==> src/rtl/vga_write_arbiter.sv <==
`default_nettype none
// ============================================================================
// Module   : vga_write_arbiter
// Purpose  : Round-robin owner of the shared VGA framebuffer write port.
// Options  : define VGA_ARB_TIMEOUT_EN to force release after MAX_HOLD cycles.
// Revision : 1.0
// ============================================================================
module vga_write_arbiter #(
    parameter int N        = 3,
    parameter int MAX_HOLD = 4096
) (
    input  logic           clk,
    input  logic           resetn,
    input  logic [N-1:0]   req,
    input  logic [N-1:0]   done,
    input  logic [N-1:0]   wen_in,
    input  logic [8*N-1:0] x_in,
    input  logic [7*N-1:0] y_in,
    input  logic [3*N-1:0] color_in,
    output logic [N-1:0]   gnt,
    output logic [1:0]     owner,
    output logic           busy,
    output logic [7:0]     x_out,
    output logic [6:0]     y_out,
    output logic [2:0]     color_out,
    output logic           writeEn,
    output logic           timeout
);

    localparam logic [1:0] S_IDLE  = 2'd0;
    localparam logic [1:0] S_GRANT = 2'd1;
    localparam logic [1:0] S_GAP   = 2'd2;

    if (N < 2 || N > 4 || MAX_HOLD < 2) begin : g_bad_params
        $error("vga_write_arbiter: N must be 2..4 and MAX_HOLD >= 2");
    end

    logic [1:0]   state;
    logic [1:0]   rr_ptr;
    logic [1:0]   pick;
    logic [1:0]   pick_lo;
    logic [1:0]   pick_hi;
    logic         hit_hi;
    logic [N-1:0] pick_onehot;
    logic [1:0]   next_ptr;
    logic         own_req;
    logic         own_done;
    logic         own_wen;
    logic [7:0]   own_x;
    logic [6:0]   own_y;
    logic [2:0]   own_color;
    logic         normal_release;
    logic         force_release;

    // Lowest requester at or above rr_ptr wins; otherwise wrap to the lowest overall.
    always_comb begin
        pick_lo = 2'd0;
        pick_hi = 2'd0;
        hit_hi  = 1'b0;
        for (int j = N - 1; j >= 0; j--) begin
            if (req[j]) begin
                pick_lo = 2'(j);
                if (2'(j) >= rr_ptr) begin
                    pick_hi = 2'(j);
                    hit_hi  = 1'b1;
                end
            end
        end
        pick        = hit_hi ? pick_hi : pick_lo;
        pick_onehot = N'(1) << pick;
    end

    always_comb begin
        own_req   = 1'b0;
        own_done  = 1'b0;
        own_wen   = 1'b0;
        own_x     = 8'd0;
        own_y     = 7'd0;
        own_color = 3'd0;
        for (int j = 0; j < N; j++) begin
            if (owner == 2'(j)) begin
                own_req   = req[j];
                own_done  = done[j];
                own_wen   = wen_in[j];
                own_x     = x_in[8*j +: 8];
                own_y     = y_in[7*j +: 7];
                own_color = color_in[3*j +: 3];
            end
        end
    end

    assign next_ptr       = (owner == 2'(N - 1)) ? 2'd0 : owner + 2'd1;
    assign normal_release = own_done || !own_req;

    assign busy      = (state == S_GRANT);
    assign writeEn   = busy && own_wen;
    assign x_out     = busy ? own_x     : 8'd0;
    assign y_out     = busy ? own_y     : 7'd0;
    assign color_out = busy ? own_color : 3'd0;

`ifdef VGA_ARB_TIMEOUT_EN
    localparam int HW = $clog2(MAX_HOLD);
    localparam logic [HW-1:0] HOLD_LAST = HW'(MAX_HOLD - 1);

    logic [HW-1:0] hold_cnt;

    assign force_release = busy && (hold_cnt == HOLD_LAST) && !normal_release;

    always_ff @(posedge clk or negedge resetn) begin
        if (!resetn) begin
            hold_cnt <= '0;
            timeout  <= 1'b0;
        end else begin
            timeout <= force_release;
            if (state == S_IDLE) begin
                hold_cnt <= '0;
            end else if (busy && hold_cnt != HOLD_LAST) begin
                hold_cnt <= hold_cnt + 1'b1;
            end
        end
    end
`else
    assign force_release = 1'b0;
    assign timeout       = 1'b0;
`endif

    always_ff @(posedge clk or negedge resetn) begin
        if (!resetn) begin
            state  <= S_IDLE;
            gnt    <= '0;
            owner  <= 2'd0;
            rr_ptr <= 2'd0;
        end else begin
            case (state)
                S_IDLE: begin
                    if (|req) begin
                        gnt   <= pick_onehot;
                        owner <= pick;
                        state <= S_GRANT;
                    end
                end
                S_GRANT: begin
                    if (normal_release || force_release) begin
                        gnt    <= '0;
                        rr_ptr <= next_ptr;
                        state  <= S_GAP;
                    end
                end
                S_GAP:   state <= S_IDLE;
                default: state <= S_IDLE;
            endcase
        end
    end

endmodule
`default_nettype wire

==> config.mk <==
export PLATFORM = sky130hd
export DESIGN_NAME = vga_write_arbiter
export DESIGN_NICKNAME = d
export VERILOG_FILES = /design/src/rtl/vga_write_arbiter.sv
export SDC_FILE = /design/constraint.sdc
export NUM_CORES = 1
export LEC_CHECK = 0
export ABC_CLOCK_PERIOD_IN_PS = 2200
export CORE_MARGIN = 5
export CORE_UTILIZATION = 30
export CTS_CLUSTER_SIZE = 14
export DETAILED_ROUTE_END_ITERATION = 8
export PLACE_DENSITY = 0.79
export SYNTH_ARGS = -nofsm -noshare
export SYNTH_HDL_FRONTEND = slang
export SYNTH_SLANG_ARGS = --single-unit
export TNS_END_PERCENT = 5
==> constraint.sdc <==
create_clock -name clk -period 2.2 [get_ports clk]
set_input_delay 0.44 -clock clk [delete_from_list [all_inputs] [get_ports clk]]
set_output_delay 0.44 -clock clk [all_outputs]
set_load 0.05 [all_outputs]
==> results of run 1 <==
## final timing paths
| path | from | endpoint | slack, ns | cells after the start |
|---|---|---|---|---|
| max | owner[1] | x_out[2] | 0.17 | 5 |
| min | resetn | rr_ptr[1] | 0.46 | 1 |
| max reg2reg | owner[0] | rr_ptr[1] | 0.42 | 5 |
| min reg2reg | gnt[1] | gnt[1] | 0.53 | 2 |
| max in group asynchronous | resetn | owner[1] | 1.47 | 1 |
| min in group clk | gnt[1] | gnt[1] | 0.53 | 2 |
## metal layers
layer  vias to the layer above  global-route usage  routed length [um]  share of wire
li1                        636                   -                   -              -
met1                       559               0.176                1300           0.36
met2                        52               0.296                1940           0.53
met3                         6              0.0544                 337          0.092
met4                         0              0.0609                  72          0.020
met5                         -                   0                   0              0
## area by class of cell
| type | instances | area, um^2 |
|---|---|---|
| Multi-Input combinational cell | 111 | 656 |
| Inverter | 2 | 7.51 |
| Timing Repair Buffer | 99 | 1190 |
| Fill cell | 263 | 896 |
| Sequential cell | 9 | 225 |
| Clock buffer | 3 | 22.5 |
| Tap cell | 44 | 55.1 |
| Clock inverter | 1 | 5.00 |
## sequential cells by signal (all words and copies together) (netlist names)
| signal | flops |
|---|---|
| state | 2 |
| gnt | 3 |
| owner | 2 |
| rr_ptr | 2 |
## cells in the mapped netlist
| cell type | instances | area (um^2) |
|---|---|---|
| clkbuf_1 | 4 | 15.0 |
| buf_6 | 2 | 22.5 |
| o21ai_0 | 3 | 15.0 |
| conb_1 | 1 | 3.75 |
| and2_1 | 1 | 6.26 |
| o22ai_1 | 2 | 12.5 |
| a21o_1 | 2 | 15.0 |
| nand2b_1 | 4 | 25.0 |
| a311oi_1 | 1 | 8.76 |
| dfrtp_1 | 9 | 225 |
| mux2_4 | 2 | 30.0 |
| o31ai_1 | 1 | 7.51 |
| o211ai_1 | 1 | 7.51 |
| mux2i_1 | 19 | 190 |
| a21oi_1 | 21 | 105 |
| nor2_1 | 40 | 150 |
| buf_4 | 1 | 7.51 |
| a31oi_1 | 1 | 6.26 |
| inv_1 | 2 | 7.51 |
| nor2b_1 | 2 | 12.5 |
| buf_2 | 4 | 20.0 |
| nand2_1 | 8 | 30.0 |
| nor4b_2 | 1 | 15.0 |
| and4bb_1 | 1 | 12.5 |
## report_power, final
group / leakage (nW) / switching, mW / internal, mW / total (mW)
Sequential: 0.114 / 0.0525 / 0.241 / 0.293
Clock: 0.0177 / 0.0619 / 0.0672 / 0.129
Combinational: 0.781 / 1.45 / 1.19 / 2.64
## stage by stage
| stage | instance area, um^2 | power, mW |
|---|---|---|
| final | 2160 | 3.06 |
| after global routing | 2160 | 3.25 |
| after CTS | 2160 | 3.09 |
| after detailed placement | 2130 | 2.96 |
| after global placement | 2130 | 2.93 |
| after floorplan | 953 | 1.77 |
## logic make-up after synthesis
group / count (synthesis) / share of synthesized area
AND/OR/NAND/NOR: 57 / 0.264
buffers and inverters: 13 / 0.0763
AO/OA/AOI/OAI: 32 / 0.187
other: 1 / 0.00394
flip-flops: 9 / 0.237
multiplexers: 21 / 0.232
## critical path: stages, from the launching register on
cell and delay [ns]:
dfrtp_1 0.37, nor2b_1 0.29, buf_4 0.23, a21oi_1 0.07, nor2_1 0.19, buf_12 0.17
==> flow_summary.toml, run 1 <==
[global_routing]
first_global_vias = 1243
grt_max_degree = 22
globalRoute.totalOverflow = 0
grt_pass1_wl_um = 5610
antenna_found_initial = 0
grt_use_total = 0.165

[finish]
mostFrequentLayoutCell = "clkdlybuf4s50_1"
final_cells = 269
layout_area_growth_over_synthesis_pct = 127
post-route-util = 0.707
num-nets-final = 291
commonest_cells_after_routing_fill_and_taps_aside = "clkdlybuf4s50_1 (67), nor2_1 (39), buf_12 (22)"
antenna_cells_inserted = 0
layout-drive-gt1-share = 0.178

[clock_tree]
holdBufCountCts = 0
cts_root_buf = "clkbuf_4"
max-clock-path-buffers = 2
cts.clk_slew.worst_paths_ns = 0.06
cts_repair_resizes = 0
post_cts.repair.setup_buffers = 0
clk_latency_ns = 0.26
cts_htree_levels = 1
cts_tree = "built"
cts_inserted_buffers = 3
clock_sink_count = 9

[place]
post-place-ws_ns = 0.114
detailed_placement_wirelength_estimate_um = 3100
gp_congestion = 0.784
place_inst = 265
placement.io_buffers = 89

[logic_synthesis]
seq_area_frac_synth = 0.237
synthesis.area_per_instance_um2 = 7.15
yosysWarningCount = 0
synth_cell_types = 24
synth-seq-cells = 9
postSynthCellCount = 133
postSynthNetCount = 198
synth_area_um2 = 951

[detailed_routing]
first_iter_violations = 92
finalWirelength_um = 3650
detail_route.drc_violations = 0
routed_vias = 1253
drt-wirelength-per-cell_um = 13.6
viasPerCell = 4.66
firstDrtPassIters = 6
final_ant_viol_nets = 0

[job]
maxCapViolations = 0

[timing]
setup-violations-final = 0
min_period_over_period = 0.923
finalHoldViolations = 0
achievable-frequency_mhz = 492
final.min_clock_period_ns = 2.03
skew_ns = 0.00246
fin_tns_setup_ns = 0
timing.final.max_slew_violations = 0
hold_ws_ns = 0.455
rsz0062_at_grt = "no"
layout_setup_ws_ns = 0.169

[power]
peakVddDrop_mv = 0.687
cellLeakagePower_nw = 0.913
power_density_mw_per_mm2 = 1420

[setup_path]
critPathLaunchType = "register"
timing.critical_path.arrival_ns = 1.59
critPathMaxFanout = 9
worst_setup_path_end_kind = "primary output"
crit_required_ns = 1.76
timing.setup.critical_path_class = "reg -> out"

[die]
io-pin-count = 91
fp.dieArea_mm2 = 0.00440
floorplan.die.height_um = 66.3
chipWidth_um = 66.3
initial_core_util = 0.311
design.core.area_mm2 = 0.00305
core.rowCount = 20

[hold_path]
worst_hold_path_type = "in -> async"

[status]
status = "finished, final reports clean"
Power figures use the tool's default switching activity.
==> inputs of run 2 (changes only) <==
--- a/config.mk
+++ b/config.mk
@@ -6,7 +6,7 @@
 export NUM_CORES = 1
 export LEC_CHECK = 0
 export ABC_CLOCK_PERIOD_IN_PS = 2200
-export CORE_MARGIN = 5
+export CORE_MARGIN = 3
 export CORE_UTILIZATION = 30
 export CTS_CLUSTER_SIZE = 14
 export DETAILED_ROUTE_END_ITERATION = 8
==> flow_summary.toml, run 2 (synthesis gave the netlist of run 1 again) <==
[status]
status = "finished, final reports clean"

[timing]
finalHoldViolations = 0
achievable-frequency_mhz = 481
tightest_slew_ns = 0.497
skew_ns = 0.000502
timing.final.max_slew_violations = 0
timing.slew.headroom = 0.668
fin_tns_setup_ns = 0
final.min_clock_period_ns = 2.08
min_period_over_period = 0.946
setup-violations-final = 0
rsz0062_at_grt = "no"

[finish]
largest_reg_flops = 3
layout-drive-gt1-share = 0.178
layout_area_growth_over_synthesis_pct = 127
top_register = "gnt"
mostFrequentLayoutCell = "clkdlybuf4s50_1"
antenna_cells_inserted = 0
commonest_cells_after_routing_fill_and_taps_aside = "clkdlybuf4s50_1 (67), nor2_1 (39), buf_12 (22)"
final.fill_count = 210
num-nets-final = 291

[die]
fp.dieArea_mm2 = 0.00388
design.core.area_mm2 = 0.00288
chipWidth_um = 62.3
initial_core_util = 0.331
core.rowCount = 19
floorplan.die.height_um = 62.3
io-pin-count = 91

[place]
placement.io_buffers = 89
detailed_placement_wirelength_estimate_um = 3250
gp_congestion = 0.824

[detailed_routing]
drt-wirelength-per-cell_um = 14.6
detail_route.drc_violations = 0
final_ant_viol_nets = 0
finalWirelength_um = 3890
routed_vias = 1348
first_iter_violations = 115
viasPerCell = 5.05
firstDrtPassIters = 4

[setup_path]
crit_required_ns = 1.76
timing.critical_path.arrival_ns = 1.64
timing.setup.critical_path_class = "reg -> out"
worst_setup_path_end_kind = "primary output"
critPathLaunchType = "register"
critPathMaxFanout = 11

[clock_tree]
cts_inserted_buffers = 3
cts_tree = "built"
clock_sink_count = 9
clk_latency_ns = 0.26
cts.clk_slew.worst_paths_ns = 0.06
cts_root_buf = "clkbuf_4"
cts_htree_levels = 1
max-clock-path-buffers = 2
post_cts.repair.setup_buffers = 0

[global_routing]
grt_pass1_wl_um = 6700
globalRoute.totalOverflow = 0
first_global_vias = 1421
grt_use_total = 0.208
antenna_found_initial = 0
grt_max_degree = 15

[power]
peakVddDrop_mv = 0.921
power_density_mw_per_mm2 = 1420
cellLeakagePower_nw = 0.909
report.power.total_mw = 3.07

[job]
maxCapViolations = 0

[hold_path]
worst_hold_path_type = "in -> async"
## run 2: worst max-delay path, stage by stage (launching register included)
cell and delay, ns:
dfrtp_1 0.37, nand2b_1 0.33, buf_4 0.29, nor2_1 0.21, buf_12 0.17
## run 2: cell type report
type | instances | area, um^2 | share of cell area
Tap cell | 42 | 52.6 | 0.0244
Multi-Input combinational cell | 111 | 656 | 0.304
Timing Repair Buffer | 99 | 1190 | 0.551
Sequential cell | 9 | 226 | 0.105
Inverter | 2 | 7.51 | 0.00348
Clock buffer | 4 | 26.3 | 0.0122
## run 2: what timing repair did
item | CTS | global route
setup endpoints to repair | 0 | 15
hold buffers | 0 | 0
resized for setup | 0 | 1
## run 2: path summary, 6_finish.rpt
path | cells past startpoint | slack (ns) | to | startpoint
min reg2reg | 2 | 0.54 | gnt[2] | gnt[2]
min | 1 | 0.48 | rr_ptr[0] | resetn
max | 4 | 0.12 | y_out[2] | state[1]
max reg2reg | 5 | 0.35 | rr_ptr[0] | owner[0]
min in group clk | 2 | 0.54 | gnt[2] | gnt[2]
max in group asynchronous | 1 | 1.40 | owner[1] | resetn
## run 2: per-layer routing
layer / track usage / vias to the layer above / wire (um)
met3: 0.0631 / 14 / 424
met4: 0.0937 / 0 / 146
li1: - / 636 / -
met2: 0.352 / 95 / 1870
met5: 0 / - / 0
met1: 0.242 / 603 / 1450
## run 2: through the flow
stage           util  setup WS [ns]  hold slack (ns)  cell area [um^2]  cells
4_1_cts        0.749         0.0664            0.488              2150    267
3_3_place_gp   0.739          0.121            0.511              2130    263
3_5_place_dp   0.739         0.0762            0.515              2130    263
6_report       0.749          0.120            0.480              2150    267
2_1_floorplan      -         -0.216            0.144               953    133
5_1_grt        0.749        0.00636            0.498              2150    267
## run 2: power breakdown
group	internal (mW)	switching, mW	total, mW
sequential	0.242	0.0749	0.317
clock	0.0700	0.0591	0.129
combinational	1.19	1.43	2.62
total	1.50	1.57	3.07
==> inputs of run 3 (changes only) <==
--- a/config.mk
+++ b/config.mk
@@ -6,11 +6,11 @@
 export NUM_CORES = 1
 export LEC_CHECK = 0
 export ABC_CLOCK_PERIOD_IN_PS = 2200
-export CORE_MARGIN = 3
 export CORE_UTILIZATION = 30
 export CTS_CLUSTER_SIZE = 14
 export DETAILED_ROUTE_END_ITERATION = 8
 export PLACE_DENSITY = 0.79
+export REMOVE_ABC_BUFFERS = 1
 export SYNTH_ARGS = -nofsm -noshare
 export SYNTH_HDL_FRONTEND = slang
 export SYNTH_SLANG_ARGS = --single-unit
==> flow_summary.toml, run 3 (synthesis gave the netlist of run 1 again) <==
[status]
status = "complete, but fails checks"
failing_checks = "design-rule violations"

[finish]
final_cells = 272
post-route-util = 0.719
stdcell_area_mm2 = 0.00218
antenna_cells_inserted = 0
layout_area_growth_over_synthesis_pct = 129
final.fill_count = 251
mostFrequentLayoutCell = "clkdlybuf4s50_1"
largest_reg_flops = 3
layout-drive-gt1-share = 0.189
commonest_cells_after_routing_fill_and_taps_aside = "clkdlybuf4s50_1 (67), nor2_1 (40), buf_12 (22)"
num-nets-final = 294
top_register = "gnt"

[place]
placement.io_buffers = 89
place_inst = 268
placement.cell_area_mm2 = 0.00215
post-place-ws_ns = 0.164
detailed_placement_wirelength_estimate_um = 2770
gp_congestion = 0.805

[die]
io-pin-count = 91
fp.dieArea_mm2 = 0.00340
design.core.area_mm2 = 0.00303
initial_core_util = 0.314
floorplan.die.height_um = 58.3
chipWidth_um = 58.3
core.rowCount = 20

[timing]
achievable-frequency_mhz = 494
rsz0062_at_grt = "no"
finalHoldViolations = 0
min_period_over_period = 0.921
skew_ns = 0.00432
timing.slew.headroom = 0.668
layout_setup_ws_ns = 0.174
fin_tns_setup_ns = 0
setup-violations-final = 0
tightest_slew_ns = 0.497
hold_ws_ns = 0.467
final.min_clock_period_ns = 2.03
timing.final.max_slew_violations = 0

[clock_tree]
cts.clk_slew.worst_paths_ns = 0.06
clk_latency_ns = 0.27
cts_root_buf = "clkbuf_4"
max-clock-path-buffers = 2
cts_inserted_buffers = 3
holdBufCountCts = 0
cts_tree = "built"
post_cts.repair.setup_buffers = 0
clock_sink_count = 9
cts_htree_levels = 1

[setup_path]
worst_setup_path_end_kind = "primary output"
crit_required_ns = 1.76
worst-r2r-cell-count = 5
critPathLaunchType = "register"
timing.setup.critical_path_class = "reg -> out"
timing.critical_path.arrival_ns = 1.59
rr_startpoint = "owner[0]"
r2r_setup_slack_ns = 0.43
critPathMaxFanout = 12
timing.rr.end = "rr_ptr[1]"

[detailed_routing]
viasPerCell = 4.68
routed_vias = 1272
first_iter_violations = 32
firstDrtPassIters = 6
final_ant_viol_nets = 0
detail_route.drc_violations = 1
drt-wirelength-per-cell_um = 12.2
finalWirelength_um = 3320

[global_routing]
antenna_found_initial = 0
grt_pass1_wl_um = 5460
globalRoute.totalOverflow = 0
grt_use_total = 0.209
first_global_vias = 1308
grt_max_degree = 22

[job]
maxCapViolations = 0

[power]
report.power.total_mw = 3.08
power_density_mw_per_mm2 = 1410
cellLeakagePower_nw = 0.923
peakVddDrop_mv = 0.723

[hold_path]
worst_hold_path_type = "in -> async"
==> run 3: changes by cell type in the layout (fill, tap and decap cells not counted), sizes merged <==
cell | before | now
buf | 32 | 35
==> run 3: repair_timing <==
item	4_1_cts	5_1_grt
gates resized for setup	0	2
endpoints found under the setup margin	0	12
endpoints found under the hold margin	0	0
==> run 3: how the worst max path moves through the flow <==
stage / startpoint / end / slack (ns) / cells past startpoint
finish: owner[1] / x_out[3] / 0.17 / 5
global route: owner[1] / x_out[2] / 0.04 / 5
CTS: owner[1] / color_out[2] / 0.05 / 5
detailed placement: req[0] / rr_ptr[1] / 0.16 / 5
global placement: done[2] / rr_ptr[1] / 0.17 / 5
floorplan: owner[0] / color_out[0] / -0.83 / 3
==> run 3: where the power goes <==
group / leakage, nW / switching [mW] / total, mW / internal [mW]
Combinational: 0.797 / 1.41 / 2.62 / 1.21
Sequential: 0.111 / 0.0869 / 0.331 / 0.244
Clock: 0.0150 / 0.0585 / 0.128 / 0.0700
==> run 3: worst max-delay path, stage by stage, from the launching register on <==
cell and delay [ns]:
dfrtp_2 0.47, nor2b_1 0.20, buf_4 0.21, a21oi_1 0.08, nor2_1 0.18, buf_12 0.17
==> run 3: cell type report <==
| class | count | area [um^2] | share of cell area |
|---|---|---|---|
| Tap cell | 44 | 55.1 | 0.0253 |
| Inverter | 2 | 7.51 | 0.00345 |
| Multi-Input combinational cell | 111 | 653 | 0.300 |
| Timing Repair Buffer | 102 | 1210 | 0.555 |
| Clock buffer | 4 | 26.3 | 0.0121 |
| Sequential cell | 9 | 228 | 0.105 |
==> run 3: layer usage <==
| layer | GRT usage | wire (um) |
|---|---|---|
| met5 | 0 | 0 |
| met4 | 0.0816 | 55 |
| met3 | 0.0681 | 291 |
| met2 | 0.368 | 1730 |
| met1 | 0.233 | 1240 |
